**src/rtl/instr_fetch_ctrl.sv**
```systemverilog
// Instruction fetch controller: one fetch per start, memory handshake, flush/drain, fault reporting.
// Latency: start to done is 3 cycles minimum (REQ, WAIT, DONE), plus any ready/rvalid stall cycles.
// Backpressure: request held stable until i_mem_ready; a flushed in-flight response is drained, not dropped.
module instr_fetch_ctrl #(
  parameter int DATA_WIDTH = 32,
  parameter int ADDR_WIDTH = 32
) (
  input  logic                  clk,
  input  logic                  arstn,
  input  logic                  i_start,
  input  logic                  i_flush,
  input  logic [ADDR_WIDTH-1:0] i_pc,
  output logic                  o_mem_req,
  output logic [ADDR_WIDTH-1:0] o_mem_addr,
  input  logic                  i_mem_ready,
  input  logic                  i_mem_rvalid,
  input  logic                  i_mem_err,
  input  logic [DATA_WIDTH-1:0] i_mem_rdata,
  output logic [DATA_WIDTH-1:0] o_instr,
  output logic                  o_instr_we,
  output logic                  o_old_pc_we,
  output logic                  o_busy,
  output logic                  o_done,
  output logic                  o_fault,
  output logic                  o_misaligned
);

  typedef enum logic [2:0] {
    S_IDLE  = 3'd0,
    S_REQ   = 3'd1,
    S_WAIT  = 3'd2,
    S_DRAIN = 3'd3,
    S_DONE  = 3'd4
  } state_t;

  state_t                state_q;
  state_t                state_d;
  logic [ADDR_WIDTH-1:0] addr_q;
  logic [DATA_WIDTH-1:0] instr_q;
  logic                  mis_q;
  logic                  fault_q;

  // decisions made by the next-state logic
  logic                  capture_addr;
  logic                  load_instr;
  logic                  mis_d;
  logic                  fault_d;
  logic                  pc_aligned;

  // word-aligned fetch addresses only; the two low bits must be zero
  assign pc_aligned = (i_pc[1:0] == 2'b00);

  // State register; reset may land in any state, including mid-fetch
  always_ff @(posedge clk or negedge arstn) begin
    if (!arstn) begin
      state_q <= S_IDLE;
    end else begin
      state_q <= state_d;
    end
  end

  // Next-state selection plus capture/load/pulse decisions
  always_comb begin
    state_d      = state_q;
    capture_addr = 1'b0;
    load_instr   = 1'b0;
    mis_d        = 1'b0;
    fault_d      = 1'b0;
    unique case (state_q)
      S_IDLE: begin
        // flush wins over start; a misaligned start is refused with a pulse
        if (i_start && !i_flush) begin
          if (pc_aligned) begin
            capture_addr = 1'b1;
            state_d      = S_REQ;
          end else begin
            mis_d = 1'b1;
          end
        end
      end
      S_REQ: begin
        // once accepted, memory owes a response, so a flush must drain it
        if (i_mem_ready) begin
          state_d = i_flush ? S_DRAIN : S_WAIT;
        end else if (i_flush) begin
          state_d = S_IDLE;
        end
      end
      S_WAIT: begin
        if (i_mem_rvalid) begin
          if (i_flush) begin
            state_d = S_IDLE;
          end else if (i_mem_err) begin
            fault_d = 1'b1;
            state_d = S_IDLE;
          end else begin
            load_instr = 1'b1;
            state_d    = S_DONE;
          end
        end else if (i_flush) begin
          state_d = S_DRAIN;
        end
      end
      S_DRAIN: begin
        // swallow the outstanding response whatever its data or error flag
        if (i_mem_rvalid) begin
          state_d = S_IDLE;
        end
      end
      S_DONE: begin
        // write enables are already committed; flush has no effect here
        state_d = S_IDLE;
      end
      default: begin
        state_d = S_IDLE;
      end
    endcase
  end

  // Fetch address register, loaded only on an accepted aligned start
  always_ff @(posedge clk or negedge arstn) begin
    if (!arstn) begin
      addr_q <= '0;
    end else if (capture_addr) begin
      addr_q <= i_pc;
    end
  end

  // Instruction data register, loaded only on a clean response in WAIT
  always_ff @(posedge clk or negedge arstn) begin
    if (!arstn) begin
      instr_q <= '0;
    end else if (load_instr) begin
      instr_q <= i_mem_rdata;
    end
  end

  // One-cycle status pulses for refused starts and error responses
  always_ff @(posedge clk or negedge arstn) begin
    if (!arstn) begin
      mis_q   <= 1'b0;
      fault_q <= 1'b0;
    end else begin
      mis_q   <= mis_d;
      fault_q <= fault_d;
    end
  end

  // Outputs decoded from registered state so they never glitch on inputs
  always_comb begin
    o_mem_req    = (state_q == S_REQ);
    o_mem_addr   = addr_q;
    o_instr      = instr_q;
    o_instr_we   = (state_q == S_DONE);
    o_old_pc_we  = (state_q == S_DONE);
    o_done       = (state_q == S_DONE);
    o_busy       = (state_q != S_IDLE);
    o_fault      = fault_q;
    o_misaligned = mis_q;
  end

endmodule

```
**config.mk**
```make
export PLATFORM = sky130hd
export DESIGN_NAME = instr_fetch_ctrl
export DESIGN_NICKNAME = d
export VERILOG_FILES = /design/src/rtl/instr_fetch_ctrl.sv
export SDC_FILE = /design/constraint.sdc
export NUM_CORES = 1
export LEC_CHECK = 0
export ABC_CLOCK_PERIOD_IN_PS = 1500
export BUFFER_PORTS_ARGS = -buffer_cell sky130_fd_sc_hd__buf_2
export CAP_MARGIN = 25
export CORE_ASPECT_RATIO = 2
export CORE_MARGIN = 2
export CORE_UTILIZATION = 41
export DETAILED_ROUTE_END_ITERATION = 10
export PLACE_DENSITY = 0.76
export SETUP_SLACK_MARGIN = 0.3
export SYNTH_ARGS = -nofsm -noshare
export SYNTH_HDL_FRONTEND = slang
export SYNTH_SLANG_ARGS = --single-unit
```
**constraint.sdc**
```tcl
create_clock -name clk -period 1.5 [get_ports clk]
set_input_delay 0.075 -clock clk [delete_from_list [all_inputs] [get_ports clk]]
set_output_delay 0.075 -clock clk [all_outputs]
set_load 0.02 [all_outputs]
```
==> results by group <==
Setup path
  – CP Launch Type: flip-flop
  – Slowest stage delay, CP: just over 0.4 ns
  – CP Class: flip-flop to flip-flop
  – CP Capture Type: flip-flop
  – Buf/Inv on CP: 2
  – WP data arrival: approximately 1.8 ns
  – Crit-path cells: nor3_4 > and4b_2 > buf_4 > clkbuf_16 > mux2_4
  – Slowest library cell on the worst path: dfrtp_1
  – CP top delay family: simple AND/OR/NAND/NOR gates
  – CP max FO: 5
  – Worst path required time: 1.71 ns

Drt
  – Residual DRC: 0
  – DR vias/cell: about 4.7
  – Detailed Route Iter0 Violations: 80
  – Post-DRT Antenna Nets: 0
  – Avg WL per Cell: 16.4 um
  – 1st-pass router iterations: 4
  – Final wirelength: roughly 7900 um
  – DR vias: between 2000 and 2500

Layout
  – Commonest non-fill, non-tap cell in the layout: buf_2
  – Most frequent cells in the layout: buf_2, dfrtp_1, dlygate4sd3_1
  – Layout net count: 460
  – Final std cells w/o fill: just under 500
  – Layout cells sized above 1: 0.627
  – Area delta synth->final: 71.7%
  – Fill cells: roughly 430
  – # diodes: 0
  – Post-route cell area: about 4800 um2

Placed design
  – RePlAce Congestion: slightly above 0.8
  – Post-placement cell count: roughly 390
  – DP Area: 3610 um2
  – Port Buffer Count: 141
  – Post-DP HPWL: ~4400 um

Yosys
  – Synth Register Bits: 69
  – Post-Synth Adder-Cell Area: 0
  – Cells after synthesis: about 160
  – Seq/Total Area, Yosys: 0.617
  – Post-Synth XOR/XNOR Area: 0.00313
  – Multiplexer share of the synthesized area: 0.292
  – Simple-gate share of the synthesized area: 0.0407
  – Synthesized cell area: approximately 2800 um2
  – Syn nets: ~230
  – Number of distinct library cells after synthesis: 23
  – Synth warn: 0
  – Synth Area in Compound Gates: 0.00716
  – Post-Syn Area per Cell: 17.4 um2
  – Largest family of logic cells by synthesized area: multiplexers

GRT
  – Vias in the first global route: 2459
  – Gr ovfl total: 0
  – Initial antenna violation count: 0
  – Largest net degree at the start of global routing: 70
  – GRT Total Usage: 0.215
  – First-pass GRT wire length: between 10000 and 15000 um

Power and ir drop
  – Max IR drop VDD: ~0.001 V
  – P per Cell Area: 1820 nW/um2
  – Sw Share: 0.351
  – Logic gate share of total power: 0.424
  – Clk network pwr share: 0.219
  – Sequential Power Share: 0.357
  – NetSw: 3.06 mW
  – Internal power: ~5.7 mW
  – Pwr Total: between 8 and 9 mW
  – P_leak: ~2.4 nW

CTS
  – Clock root cell: clkbuf_16
  – CTS Buf Count: 9
  – CTS tree: yes
  – Clock tree sinks: 69
  – Worst-Skew Late Latency: about 0.33 ns
  – CTS Buffer Depth: 2
  – Clk pin slew, worst setup/hold paths: ~0.050 ns
  – CTS H-tree depth: 3

Floorplan
  – Initial Util: 0.423
  – Die H: approximately 120 um
  – Die width: approximately 62 um
  – Ports: ~140
  – Area of the core: 6620 um2
  – Die area: approximately 7500 um2
  – Rows: 42

Run
  – Max-cap violations: 0

Status
  – Status: complete, but fails checks
  – Failing checks: setup timing

Timing
  – Slew Limit Headroom: 0.661
  – RSZ-0062 raised after global routing: true
  – Final setup fails: slightly above 60
  – Final setup margin: -0.115 ns
  – Slew Viols, Final: 0
  – Fin crit share: 1.08
  – Worst Max-Slew Pin Slew: slightly above 0.5 ns
  – Crit path time final: between 1.5 and 2 ns
  – Skew final: around 0.0056 ns
  – Fmax: just over 600 MHz
  – Hold Vio Cnt, Final: 0

Hold path
  – Worst Hold Class: input port to flip-flop
==> worst register-to-register path, stage by stage (launching register included) <==
cell and delay, ns:
dfrtp_1 0.41, nor3_4 0.19, and4b_2 0.30, buf_4 0.16, clkbuf_16 0.15, mux2_4 0.29
==> area by class of cell <==
class	instances	area [um2]	share of cell area
clock inverters	1	5.00	0.00104
well taps	88	110	0.0229
clock buffers	15	268	0.0557
multi-input cells	82	1010	0.211
flip-flops and latches	69	1730	0.359
repair buffers	227	1680	0.350
==> worst paths after layout <==
kind                                     from            end  slack [ns]  cells past startpoint
worst min register to register  o_mem_addr[0]  o_mem_addr[0]        0.50                      1
worst max register to register     state_q[0]    o_instr[26]       -0.12                      5
min in group asynchronous               arstn     o_instr[4]        0.28                      3
worst min-delay path                i_mem_err        o_fault        0.06                      2
max in group asynchronous               arstn        o_fault        0.90                      3
worst max-delay path               state_q[0]    o_instr[26]       -0.12                      5
==> registers in the layout, summed over array words and instances, names as in the netlist <==
signal and flops:
o_instr 32, state_q 3, o_mem_addr 32, o_misaligned 1, o_fault 1
==> cells by family (layout without fill, tap and decap cells) <==
logic type,Yosys count,in the layout
muxes,63,63
DFF,69,69
buffers and inverters,10,243
and+or+nand+nor,15,15
AOI/OAI and AO/OA,3,3
xor gates and xnor gates,1,1
==> synth_stat cells, drive strengths merged <==
| cell type | number | area (um2) |
|---|---|---|
| and2 | 2 | 12.5 |
| buf | 9 | 106 |
| nor3b | 2 | 15.0 |
| dfrtp | 69 | 1730 |
| nor3 | 1 | 10.0 |
| nand4bb | 1 | 11.3 |
| and4b | 1 | 10.0 |
| clkbuf | 1 | 3.75 |
| xnor2 | 1 | 8.76 |
| o21a | 1 | 7.51 |
| and4 | 1 | 8.76 |
| mux2 | 63 | 818 |
| a211oi | 1 | 7.51 |
| a21oi | 1 | 5.00 |
| nand2 | 1 | 3.75 |
| or3 | 1 | 6.26 |
| nor2 | 3 | 11.3 |
| nand4b | 1 | 15.0 |
| nor4bb | 1 | 10.0 |
==> power by group through the flow <==
| stage | Sequential (mW) | Clock (mW) | Combinational [mW] |
|---|---|---|---|
| after floorplan | 4.11 | 0 | 1.13 |
| after global routing | 3.21 | 2.04 | 3.88 |
| after CTS | 3.09 | 1.97 | 3.62 |
| after global placement | 3.09 | 0 | 3.27 |
| after detailed placement | 3.10 | 0 | 3.34 |
| final | 3.12 | 1.91 | 3.70 |
==> layer usage <==
metal	wire length, um	part of all wire	vias up	global-route usage
met5	0	0	-	0
met4	323	0.041	0	0.135
met3	382	0.048	30	0.0614
met2	4570	0.58	94	0.387
met1	2650	0.33	1109	0.211
li1	-	-	1022	-
==> per-stage QoR <==
step | hold WS, ns | setup TNS, ns | setup slack (ns) | utilization
after floorplan | -0.221 | -2.08 | -0.0727 | -
after global placement | 0.116 | -1.82 | -0.0826 | 0.545
after detailed placement | 0.129 | -2.91 | -0.121 | 0.545
after global routing | 0.0727 | -7.49 | -0.164 | 0.725
final | 0.0577 | -4.16 | -0.115 | 0.725
after CTS | 0.0323 | -2.26 | -0.105 | 0.709
==> repair_timing <==
| item | CTS | global route |
|---|---|---|
| hold endpoints to repair | 131 | 0 |
| setup buffers | 5 | 4 |
| hold buffers | 63 | 0 |
| cloned | 3 | 2 |
| gates resized for setup | 18 | 11 |
| setup endpoints to repair | 70 | 71 |
| pin swaps | 1 | 4 |
No activity file was read; power rests on OpenSTA's default activity.
